===== config.mk =====
export PLATFORM = sky130hd
export DESIGN_NAME = xregs_apb_frontend
export DESIGN_NICKNAME = d
export VERILOG_FILES = /design/src/rtl/xregs_pkg.sv /design/src/rtl/xregs_timeout_counter.sv /design/src/rtl/xregs_apb_frontend.sv
export SDC_FILE = /design/constraint.sdc
export NUM_CORES = 1
export LEC_CHECK = 0
export CORE_ASPECT_RATIO = 0.7
export CORE_MARGIN = 3
export CORE_UTILIZATION = 31
export CTS_CLUSTER_SIZE = 12
export DETAILED_ROUTE_END_ITERATION = 8
export PLACE_DENSITY = 0.78
export SYNTH_ARGS = -nofsm -noshare
export SYNTH_HDL_FRONTEND = slang
export SYNTH_SLANG_ARGS = --single-unit

===== constraint.sdc =====
create_clock -name clk -period 1.9 [get_ports clk]
set_clock_uncertainty 0.15 [all_clocks]
set_input_delay 0.38 -clock clk [delete_from_list [all_inputs] [get_ports clk]]
set_output_delay 0.38 -clock clk [all_outputs]
set_load 0.01 [all_outputs]

===== src/rtl/xregs_pkg.sv =====
// Shared types and constants for the xregs register-bank front end.
package xregs_pkg;

    // Front-end transfer FSM states.
    typedef enum logic [1:0] {
        IDLE = 2'd0,
        REQ  = 2'd1,
        DONE = 2'd2
    } fe_state_t;

    // The bus carries byte addresses; slices are addressed by 32-bit word.
    localparam int unsigned BYTE_SHIFT = 2;

endpackage


===== src/rtl/xregs_timeout_counter.sv =====
// Cycle counter for the REQ state of the xregs front end.
// It is cleared while clr_i is high and counts while en_i is high.
// expired_o flags the last permitted request cycle (count == TIMEOUT-1).
module xregs_timeout_counter #(
    parameter int unsigned TIMEOUT = 16
) (
    input  logic clk,
    input  logic rst_n,
    input  logic clr_i,
    input  logic en_i,
    output logic expired_o
);

    localparam int unsigned CNT_W = $clog2(TIMEOUT + 1);

    logic [CNT_W-1:0] count_q;
    logic [CNT_W-1:0] count_d;

    // Next count: clear has priority, then increment, saturating at the limit.
    always_comb begin
        count_d = count_q;
        if (clr_i) begin
            count_d = '0;
        end else if (en_i && (count_q != CNT_W'(TIMEOUT - 1))) begin
            count_d = count_q + CNT_W'(1);
        end
    end

    // Count register with asynchronous reset.
    always_ff @(posedge clk or negedge rst_n) begin
        if (!rst_n) begin
            count_q <= '0;
        end else begin
            count_q <= count_d;
        end
    end

    assign expired_o = en_i && (count_q == CNT_W'(TIMEOUT - 1));

endmodule


===== src/rtl/xregs_apb_frontend.sv =====
// APB front end of the xregs register bank.
// Turns one APB transfer into a held word address / request / write / wdata
// for the per-word slices, collects their acks and answers the bus with a
// one-cycle pready plus prdata and pslverr.
// Optional feature macro: XREGS_FRONTEND_TIMEOUT_EN adds a request timeout
// that aborts the slices and returns an error. Without it REQ waits forever
// for an ack and abort stays 0.
module xregs_apb_frontend
    import xregs_pkg::*;
#(
    parameter int unsigned ADDR_WIDTH = 16,
    parameter int unsigned DATA_WIDTH = 32,
    parameter int unsigned NUM_WORDS  = 8,
    parameter int unsigned TIMEOUT    = 16
) (
    input  logic                    clk,
    input  logic                    rst_n,
    input  logic                    psel,
    input  logic                    penable,
    input  logic                    pwrite,
    input  logic [ADDR_WIDTH+1:0]   paddr,
    input  logic [DATA_WIDTH-1:0]   pwdata,
    output logic                    pready,
    output logic [DATA_WIDTH-1:0]   prdata,
    output logic                    pslverr,
    output logic [ADDR_WIDTH-1:0]   address,
    output logic                    request,
    output logic                    write,
    output logic [DATA_WIDTH-1:0]   wdata,
    input  logic [DATA_WIDTH-1:0]   rdata,
    input  logic [NUM_WORDS-1:0]    qualified_ack,
    output logic                    ack_comb,
    output logic                    abort
);

    fe_state_t               state_q,   state_d;
    logic                    request_q, request_d;
    logic                    abort_q,   abort_d;
    logic                    pready_q,  pready_d;
    logic                    pslverr_q, pslverr_d;
    logic                    write_q,   write_d;
    logic [ADDR_WIDTH-1:0]   address_q, address_d;
    logic [DATA_WIDTH-1:0]   wdata_q,   wdata_d;
    logic [DATA_WIDTH-1:0]   prdata_q,  prdata_d;

    logic [ADDR_WIDTH-1:0]   word_addr;
    logic                    in_range;
    logic                    setup_phase;
    logic                    timeout_hit;
    logic                    unused_byte_lane;

    // The byte-lane bits of paddr carry no information for word slices.
    assign unused_byte_lane = ^paddr[BYTE_SHIFT-1:0];

    assign word_addr   = paddr[ADDR_WIDTH+BYTE_SHIFT-1:BYTE_SHIFT];
    assign in_range    = (ADDR_WIDTH+1)'(word_addr) < (ADDR_WIDTH+1)'(NUM_WORDS);
    // Requiring penable=0 keeps a held access phase from starting a new transfer.
    assign setup_phase = psel && !penable;
    assign ack_comb    = |qualified_ack;

`ifdef XREGS_FRONTEND_TIMEOUT_EN
    // Counter is held at zero outside REQ, so it starts from 0 on every entry.
    xregs_timeout_counter #(
        .TIMEOUT (TIMEOUT)
    ) u_timeout (
        .clk       (clk),
        .rst_n     (rst_n),
        .clr_i     (state_q != REQ),
        .en_i      (state_q == REQ),
        .expired_o (timeout_hit)
    );
`else
    localparam int unsigned unused_timeout = TIMEOUT;
    assign timeout_hit = 1'b0;
`endif

    // Next-state and registered-output logic for the transfer FSM.
    always_comb begin
        state_d   = state_q;
        request_d = request_q;
        abort_d   = 1'b0;
        pready_d  = 1'b0;
        pslverr_d = 1'b0;
        write_d   = write_q;
        address_d = address_q;
        wdata_d   = wdata_q;
        prdata_d  = prdata_q;

        case (state_q)
            IDLE: begin
                if (setup_phase) begin
                    address_d = word_addr;
                    write_d   = pwrite;
                    wdata_d   = pwdata;
                    if (in_range) begin
                        state_d   = REQ;
                        request_d = 1'b1;
                    end else begin
                        // Out-of-range words never reach the slices.
                        state_d   = DONE;
                        pready_d  = 1'b1;
                        pslverr_d = 1'b1;
                    end
                end
            end
            REQ: begin
                // An ack in the timeout cycle still completes normally.
                if (ack_comb) begin
                    state_d   = DONE;
                    request_d = 1'b0;
                    pready_d  = 1'b1;
                    if (!write_q) begin
                        prdata_d = rdata;
                    end
                end else if (timeout_hit) begin
                    state_d   = DONE;
                    request_d = 1'b0;
                    abort_d   = 1'b1;
                    pready_d  = 1'b1;
                    pslverr_d = 1'b1;
                end
            end
            DONE: begin
                state_d = IDLE;
            end
            default: begin
                state_d   = IDLE;
                request_d = 1'b0;
            end
        endcase
    end

    // State and output registers; reset returns to IDLE immediately.
    always_ff @(posedge clk or negedge rst_n) begin
        if (!rst_n) begin
            state_q   <= IDLE;
            request_q <= 1'b0;
            abort_q   <= 1'b0;
            pready_q  <= 1'b0;
            pslverr_q <= 1'b0;
            write_q   <= 1'b0;
            address_q <= '0;
            wdata_q   <= '0;
            prdata_q  <= '0;
        end else begin
            state_q   <= state_d;
            request_q <= request_d;
            abort_q   <= abort_d;
            pready_q  <= pready_d;
            pslverr_q <= pslverr_d;
            write_q   <= write_d;
            address_q <= address_d;
            wdata_q   <= wdata_d;
            prdata_q  <= prdata_d;
        end
    end

    assign request = request_q;
    assign abort   = abort_q;
    assign pready  = pready_q;
    assign pslverr = pslverr_q;
    assign write   = write_q;
    assign address = address_q;
    assign wdata   = wdata_q;
    assign prdata  = prdata_q;

endmodule


==> results of run 1 <==
-- power by group through the flow --
stage | clock, W | sequential, W | combinational, W
2_1_floorplan | 0 | 0.00226 | 0.000221
3_3_place_gp | 0 | 0.00216 | 0.00101
3_5_place_dp | 0 | 0.00217 | 0.00103
4_1_cts | 0.00171 | 0.00214 | 0.00103
5_1_grt | 0.00178 | 0.00217 | 0.00111
6_report | 0.00164 | 0.00214 | 0.00102
-- state kept, by name, summed over array words and instances (netlist names) --
name / cells
address: 16
prdata: 32
pready: 1
pslverr: 1
request: 1
state_q: 2
wdata: 32
write: 1
-- worst min path at each step --
stage | slack, ns | cells after the start | startpoint | endpoint
finish | 0.32 | 2 | address[12] | address[12]
global route | 0.35 | 2 | address[8] | address[8]
CTS | 0.33 | 2 | address[12] | address[12]
detailed placement | 0.30 | 2 | rst_n | prdata[19]
global placement | 0.29 | 2 | rst_n | prdata[21]
floorplan | -0.07 | 0 | rst_n | address[0]
-- tightest hold or removal path: cells and delay by family (launching register included) --
kind / cells / cell delay (ns)
simple gates: 2 / 0.10
flops: 1 / 0.34
-- per-stage QoR --
step / TNS [ns] / setup slack, ns / hold WS, ns
2_1_floorplan: 0 / 0.199 / -0.0656
3_3_place_gp: -21.82 / -0.384 / 0.294
3_5_place_dp: -24.47 / -0.379 / 0.301
4_1_cts: 0 / 0.0162 / 0.329
5_1_grt: 0 / 0.00857 / 0.347
6_report: 0 / 0.0556 / 0.322
-- routing by layer --
metal | global-route usage, % | up-vias
met5 | 0 | -
met4 | 3.67 | 0
met3 | 6.64 | 7
met2 | 24.1 | 106
met1 | 19.9 | 1345
li1 | - | 1349
-- Yosys cell counts --
| cell type | number |
|---|---|
| dfrtp_1 | 86 |
| a32o_1 | 2 |
| buf_6 | 3 |
| or4b_1 | 1 |
| a211oi_4 | 1 |
| conb_1 | 1 |
| o22ai_1 | 2 |
| buf_2 | 7 |
| nand2b_1 | 1 |
| nor4_1 | 2 |
| clkbuf_1 | 4 |
| a31oi_1 | 1 |
| nor2_1 | 1 |
| and2_1 | 1 |
| nand2_1 | 148 |
| inv_1 | 3 |
| buf_4 | 1 |
| nor3_1 | 1 |
| mux2_2 | 2 |
| nand4_1 | 1 |
| nor4b_2 | 1 |
| mux2_4 | 30 |
| nor4_2 | 2 |
-- area by class of cell --
cell class,count,area [µm²]
inverter,3,11.3
clock buffer,10,239
sequential,86,2150
clock inverter,6,43.8
timing repair buffer,196,2010
tap,148,185
multi-input combinational,198,1210
fill,895,4750
-- cell families after synthesis --
logic type             share of synthesized area [%]
AO/OA/AOI/OAI                                   1.71
buffers and inverters                           2.99
flip-flops                                      62.6
multiplexers                                    13.8
other                                          0.109
AND/OR/NAND/NOR                                 18.8
-- what timing repair did --
action                                 in CTS  in global routing
setup buffers                               2                  0
endpoints found under the hold margin      86                  0
cloned                                      1                  2
hold buffers                                1                  0
gates resized for setup                    14                  4
pin swaps                                   4                  0
setup endpoints to repair                   3                 34
==> results.py, run 1 <==
metrics = {
    "route": {
        "vias_per_cell": 4.34,
        "ant_nets": 0,
        "first_iter_violations": 87,
        "drc": 0,
        "drt_first_pass_iters": 4,
        "dr_wl_met3_um": 826,
        "met2_length_mm": 4.34,
        "wirelength_mm": 9.45,
        "avgRoutedWirePerCell_um": 14.6,
        "top_layer": "met4",
        "via_count": 2807,
        "wl_met1_mm": 4.21,
    },
    "global_route": {
        "grt_pass1_wl_mm": 15.2,
        "antenna_found_initial": 0,
        "grt_pass1_vias": 2892,
        "grt_usage_pct": 15.4,
        "grt_overflow": 0,
        "grt_max_degree": 87,
    },
    "finish": {
        "nets": 589,
        "final_cell_mix": "clkdlybuf4s50_1, nand2_1, dfrtp_1",
        "post-route-util_pct": 55.2,
        "final_common_cell": "clkdlybuf4s50_1",
        "layoutNonFillerInstCount": 647,
        "drive_gt1_share_pct": 14.6,
        "antenna_cells": 0,
        "syn2layout_area_growth_pct": 70.1,
        "final_cell_area_mm2": 0.00584,
    },
    "worst_setup_path": {
        "cp-end-kind": "flip-flop",
        "startpoint": "psel",
        "crit_end": "wdata[19]",
        "crit_fanout": 33,
        "crit_cells": 5,
        "crit_family": "simple AND/OR/NAND/NOR gates",
        "slowest_delay_ns": 0.61,
        "r2r-start": "state_q[1]",
        "cp.required_ns": 1.96,
        "critPathSlowestCell": "or4b_2",
        "critPathBufInv": 2,
        "start_kind": "input port",
        "crit_type": "input port to flip-flop",
        "cp_cell_sequence": "clkdlybuf4s50_1, or4b_2, buf_4, nand2_1, nand2_1",
        "critPathArrivalTime_ns": 1.91,
        "crit_top_cell": "nand2_1",
        "r2r_cells": 4,
        "r2r_setup_slack_ns": 0.07,
        "rr_endpoint": "wdata[19]",
    },
    "clock_network": {
        "cts_root_buf": "clkbuf_16",
        "numCtsBuffers": 9,
        "cts_sinks": 86,
        "clk_path_buf_depth": 2,
        "h-tree-depth": 3,
        "cts_tree": "done",
        "clkSlewWorstSetupHoldPaths_ns": 0.06,
        "clk_latency_ns": 0.32,
    },
    "die": {
        "rows": 31,
        "die_h_um": 94.1,
        "die_area_mm2": 0.0124,
        "die_x_um": 132,
        "start_util_pct": 32.4,
        "io_pins": 181,
        "fp.coreArea_mm2": 0.0106,
    },
    "timing": {
        "fmax_ghz": 0.542,
        "finalHoldViolations": 0,
        "drv_slew": 0,
        "timing.final.crit_share_pct": 97.1,
        "finalCriticalPeriod_ns": 1.84,
        "setup_viol": 0,
        "rsz0062_at_grt": "no",
    },
    "placement": {
        "hpwl_mm": 6.78,
        "place_area_mm2": 0.00544,
        "placed_cells": 625,
        "gp_congestion": 0.733,
        "portBuffers": 177,
    },
    "power_and_ir_drop": {
        "seq_power_share_pct": 44.6,
        "pwr-share-comb_pct": 21.2,
        "switching_power_w": 0.00122,
        "clkPwrFrac_pct": 34.2,
        "peakVddDrop_v": 0.000488,
        "total_power_w": 0.00480,
        "switching_share_pct": 25.4,
        "p_leak_nw": 2.70,
        "powerDensity_mw_per_mm2": 822,
        "cellInternalPower_w": 0.00358,
    },
    "synthesis": {
        "syn_area_mm2": 0.00344,
        "synth_top_area_share_pct": 62.6,
        "ys_types": 23,
        "ys_ff_latch": 86,
        "postSynthAreaPerCell_um2": 11.4,
        "yosys.area.top_type": "dfrtp_1",
        "seq_area_frac_synth_pct": 62.6,
        "synth_nets": 397,
        "ys_top_cells_by_area": "dfrtp_1, nand2_1, mux2_4",
        "yosys_warnings": 0,
        "syn-instance-count": 302,
    },
    "outcome": {
        "status": "completed",
    },
    "job": {
        "cap_violations": 0,
    },
    "worst_hold_path": {
        "hold_path.class": "flip-flop to flip-flop",
    },
}
Note: power is estimated with default switching activity, not from simulation.
==> run 2, diff against run 1 <==
- CELL_PAD_IN_SITES_DETAIL_PLACEMENT: not set -> 0
- CELL_PAD_IN_SITES_GLOBAL_PLACEMENT: not set -> 1
- CORE_UTILIZATION: 31 -> 29
- GPL_TIMING_DRIVEN: not set -> 0
- PLACE_DENSITY: 0.78 -> 0.92
==> results.py, run 2 (same netlist as run 1, synthesis figures left out) <==
metrics = {
    "placement": {
        "gp_congestion": 0.723,
        "place_area_mm2": 0.00542,
        "pre_cts_slack_ns": -0.757,
        "hpwl_mm": 7.27,
        "portBuffers": 177,
    },
    "timing": {
        "setup_viol": 0,
        "rsz0062_at_grt": "no",
        "fin_hold_ws_ns": 0.326,
        "drv_slew": 0,
        "fmax_ghz": 0.548,
        "finalCriticalPeriod_ns": 1.83,
        "finalWorstSetupSlack_ns": 0.0737,
        "finalHoldViolations": 0,
        "relSlewSlack_pct": 62.3,
        "timing.final.crit_share_pct": 96.1,
        "worst_pin_slew_ns": 0.566,
    },
    "worst_setup_path": {
        "crit_top_cell": "buf_12",
        "slowest_delay_ns": 0.43,
        "cp-end-kind": "flip-flop",
        "r2r_setup_slack_ns": 0.07,
        "crit_type": "flip-flop to flip-flop",
        "cp.required_ns": 1.96,
        "crit_cells": 5,
        "crit_fanout": 10,
        "r2r_cells": 5,
        "start_kind": "flip-flop",
        "critPathArrivalTime_ns": 1.89,
        "cp_cell_sequence": "nand2b_1, a211oi_4, buf_12, buf_12, mux2_4",
        "critPathSlowestCell": "dfrtp_1",
        "r2r-start": "state_q[1]",
        "rr_endpoint": "prdata[22]",
        "crit_family": "flip-flops",
        "critPathBufInv": 2,
    },
    "route": {
        "avgRoutedWirePerCell_um": 14.6,
        "ant_nets": 0,
        "wirelength_mm": 9.55,
        "vias_per_cell": 4.32,
        "via_count": 2831,
        "first_iter_violations": 61,
        "drc": 0,
        "drt_first_pass_iters": 4,
    },
    "die": {
        "die_h_um": 97.1,
        "start_util_pct": 30.4,
        "fp.coreArea_mm2": 0.0113,
        "die_area_mm2": 0.0132,
        "rows": 32,
        "io_pins": 181,
        "die_x_um": 136,
    },
    "clock_network": {
        "numCtsBuffers": 9,
        "clk_path_buf_depth": 2,
        "clkSlewWorstSetupHoldPaths_ns": 0.07,
        "cts_sinks": 86,
        "cts_root_buf": "clkbuf_16",
        "clk_latency_ns": 0.33,
        "h-tree-depth": 3,
        "cts_tree": "done",
    },
    "finish": {
        "syn2layout_area_growth_pct": 69.8,
        "final_cell_mix": "clkdlybuf4s50_1, nand2_1, dfrtp_1",
        "fillCellCount": 1008,
        "final_cell_area_mm2": 0.00583,
        "final_common_cell": "clkdlybuf4s50_1",
        "antenna_cells": 0,
        "drive_gt1_share_pct": 15.1,
        "nets": 592,
    },
    "global_route": {
        "antenna_found_initial": 0,
        "grt_pass1_wl_mm": 15.7,
        "grt_usage_pct": 15.0,
        "grt_overflow": 0,
        "grt_max_degree": 45,
        "grt_pass1_vias": 3050,
    },
    "worst_hold_path": {
        "holdPathEnd": "wdata[11]",
        "hold_path.class": "flip-flop to flip-flop",
        "min_from": "wdata[11]",
        "hold-path-cell-count": 2,
    },
    "power_and_ir_drop": {
        "peakVddDrop_v": 0.000393,
        "powerDensity_mw_per_mm2": 826,
        "p_leak_nw": 2.69,
    },
    "outcome": {
        "status": "completed",
    },
    "job": {
        "cap_violations": 0,
    },
}
==> run 2: area by class of cell <==
type,instances,area (µm²),area share (%)
clock inverter,6,47.5,0.815
sequential,86,2150,36.9
clock buffer,10,239,4.10
timing repair buffer,185,1860,31.9
buffer,14,116,1.99
inverter,3,11.3,0.193
multi-input combinational,198,1210,20.8
tap,153,191,3.28
==> run 2: layer usage <==
layer / track usage (%) / share of wire (%) / vias to the layer above
met5: 0 / 0 / -
met4: 4.18 / 0.54 / 0
met3: 6.00 / 9.0 / 5
met2: 23.6 / 46 / 119
met1: 19.0 / 44 / 1358
li1: - / - / 1349
==> run 2: worst max path at each step <==
stage | start | end | slack, ns
floorplan | qualified_ack[1] | prdata[0] | 0.20
global placement | rst_n | prdata[14] | -2.77
detailed placement | qualified_ack[5] | ack_comb | -0.76
CTS | write | write | 0.0009
global route | state_q[1] | prdata[11] | 0.02
finish | state_q[1] | prdata[22] | 0.07
==> run 2: worst register-to-register path, delay by kind of cell, from the launching register on <==
family                 cells  cell delay (ns)
flip-flops                 1             0.43
buffers and inverters      2             0.32
multiplexers               1             0.31
AO/OA/AOI/OAI              1             0.27
AND/OR/NAND/NOR            1             0.23
==> run 2: power by group <==
part	total, W	leakage [nW]	switching [W]	internal, W
logic	0.00103	1.52	0.000401	0.000626
clock network	0.00165	0.127	0.000723	0.000925
registers	0.00214	1.05	0.000112	0.00203
==> run 2: what timing repair did <==
| item | CTS | global route |
|---|---|---|
| setup endpoints to repair | 76 | 74 |
| resized for setup | 19 | 9 |
| hold buffers | 1 | 0 |
| endpoints found under the hold margin | 42 | 0 |
| pin swaps | 4 | 3 |
| setup buffers | 4 | 2 |
==> run 2: metrics by stage <==
step	setup TNS, ns	power (W)	cells	util, %
final	0	0.00482	655	51.7
after global routing	0	0.00510	655	51.7
after CTS	0	0.00491	654	51.4
after detailed placement	-35.46	0.00320	633	48.0
after global placement	-269.83	0.00318	632	47.8
after floorplan	0	0.00248	302	-
==> run 3, diff against run 2 <==
- GPL_TIMING_DRIVEN: 0 -> not set
==> results.py, run 3 (same netlist as run 1, synthesis figures left out) <==
metrics = {
    "finish": {
        "antenna_cells": 0,
        "nets": 591,
        "final_common_cell": "clkdlybuf4s50_1",
        "fillCellCount": 1001,
        "syn2layout_area_growth_pct": 71.7,
        "final_cell_mix": "clkdlybuf4s50_1, nand2_1, dfrtp_1",
        "drive_gt1_share_pct": 14.6,
    },
    "die": {
        "rows": 32,
        "fp.coreArea_mm2": 0.0113,
        "die_h_um": 97.1,
        "start_util_pct": 30.4,
        "io_pins": 181,
        "die_area_mm2": 0.0132,
        "die_x_um": 136,
    },
    "clock_network": {
        "cts_tree": "done",
        "cts_root_buf": "clkbuf_16",
        "clkSlewWorstSetupHoldPaths_ns": 0.06,
        "clk_path_buf_depth": 2,
        "numCtsBuffers": 9,
        "h-tree-depth": 3,
        "clk_latency_ns": 0.32,
        "cts_sinks": 86,
    },
    "worst_setup_path": {
        "start_kind": "flip-flop",
        "r2r-start": "state_q[1]",
        "crit_family": "flip-flops",
        "crit_fanout": 8,
        "cp.required_ns": 1.96,
        "startpoint": "state_q[1]",
        "critPathArrivalTime_ns": 1.91,
        "critPathBufInv": 2,
        "cp-end-kind": "flip-flop",
        "slowest_delay_ns": 0.42,
        "cp_cell_sequence": "nand2b_1, a211oi_4, buf_12, buf_16, mux2_2",
        "critPathSlowestCell": "dfrtp_1",
        "crit_type": "flip-flop to flip-flop",
    },
    "power_and_ir_drop": {
        "p_leak_nw": 2.72,
        "total_power_w": 0.00489,
        "peakVddDrop_v": 0.000434,
        "powerDensity_mw_per_mm2": 829,
    },
    "global_route": {
        "grt_usage_pct": 15.7,
        "grt_max_degree": 45,
        "grt_overflow": 0,
        "antenna_found_initial": 0,
        "grt_pass1_vias": 3049,
        "grt_pass1_wl_mm": 16.4,
    },
    "timing": {
        "finalCriticalPeriod_ns": 1.85,
        "finalWorstSetupSlack_ns": 0.0528,
        "finalHoldViolations": 0,
        "timing.final.crit_share_pct": 97.2,
        "fmax_ghz": 0.541,
        "drv_slew": 0,
        "rsz0062_at_grt": "no",
        "setup_viol": 0,
        "fin_hold_ws_ns": 0.325,
    },
    "placement": {
        "gp_congestion": 0.742,
        "hpwl_mm": 7.25,
        "portBuffers": 177,
        "pre_cts_slack_ns": -0.438,
    },
    "worst_hold_path": {
        "hold_path.class": "flip-flop to flip-flop",
        "min_from": "wdata[21]",
    },
    "route": {
        "wirelength_mm": 10.1,
        "first_iter_violations": 61,
        "ant_nets": 0,
        "vias_per_cell": 4.38,
        "drc": 0,
        "drt_first_pass_iters": 4,
        "via_count": 2862,
        "avgRoutedWirePerCell_um": 15.5,
    },
    "outcome": {
        "status": "completed",
    },
    "job": {
        "cap_violations": 0,
    },
}
-- run 3: tightest hold or removal path: stages, from the launching register on --
cell and delay [ns]:
dfrtp_1 0.34, nand2_1 0.05, nand2_1 0.06
-- run 3: worst paths after layout --
kind,end,depth (start not counted),slack [ns]
max,prdata[31],5,0.05
max reg2reg,prdata[31],5,0.05
min in group asynchronous,wdata[23],2,0.38
min,wdata[21],2,0.33
min reg2reg,wdata[21],2,0.33
max in group asynchronous,prdata[25],3,0.64
-- run 3: layout make-up --
class                   instances  area, µm²  share of cell area, %
well taps                     153        191                   3.24
flip-flops and latches         86       2150                   36.5
inverters                       3       11.3                  0.191
multi-input cells             198       1210                   20.5
clock inverters                 4       47.5                  0.806
repair buffers                198       2050                   34.7
clock buffers                  11        243                   4.11
-- run 3: timing repair --
| action | CTS | global route |
|---|---|---|
| setup buffers | 3 | 0 |
| endpoints found under the hold margin | 29 | 0 |
| pin swaps | 4 | 1 |
| gates cloned | 2 | 1 |
| endpoints found under the setup margin | 16 | 34 |
| gates resized for setup | 14 | 6 |
| hold buffers | 1 | 0 |
-- run 3: per-layer routing --
metal	share of wire [%]	global-route usage, %
met5	0	0
met1	41	19.2
met4	1.5	4.26
met2	47	25.6
met3	9.9	6.68
-- run 3: stage by stage --
| stage | cells | utilization (%) | TNS (ns) | instance area (µm²) |
|---|---|---|---|---|
| 5_1_grt | 653 | 52.2 | 0 | 5900 |
| 3_5_place_dp | 631 | 48.3 | -25.56 | 5460 |
| 3_3_place_gp | 631 | 48.3 | -23.70 | 5460 |
| 2_1_floorplan | 302 | - | 0 | 3440 |
| 6_report | 653 | 52.2 | 0 | 5900 |
| 4_1_cts | 652 | 51.8 | 0 | 5850 |
-- run 3: power breakdown --
| group | total, W | switching [W] | internal, W |
|---|---|---|---|
| combinational | 0.00103 | 0.000409 | 0.000626 |
| sequential | 0.00214 | 0.000112 | 0.00203 |
| clock | 0.00171 | 0.000673 | 0.00104 |
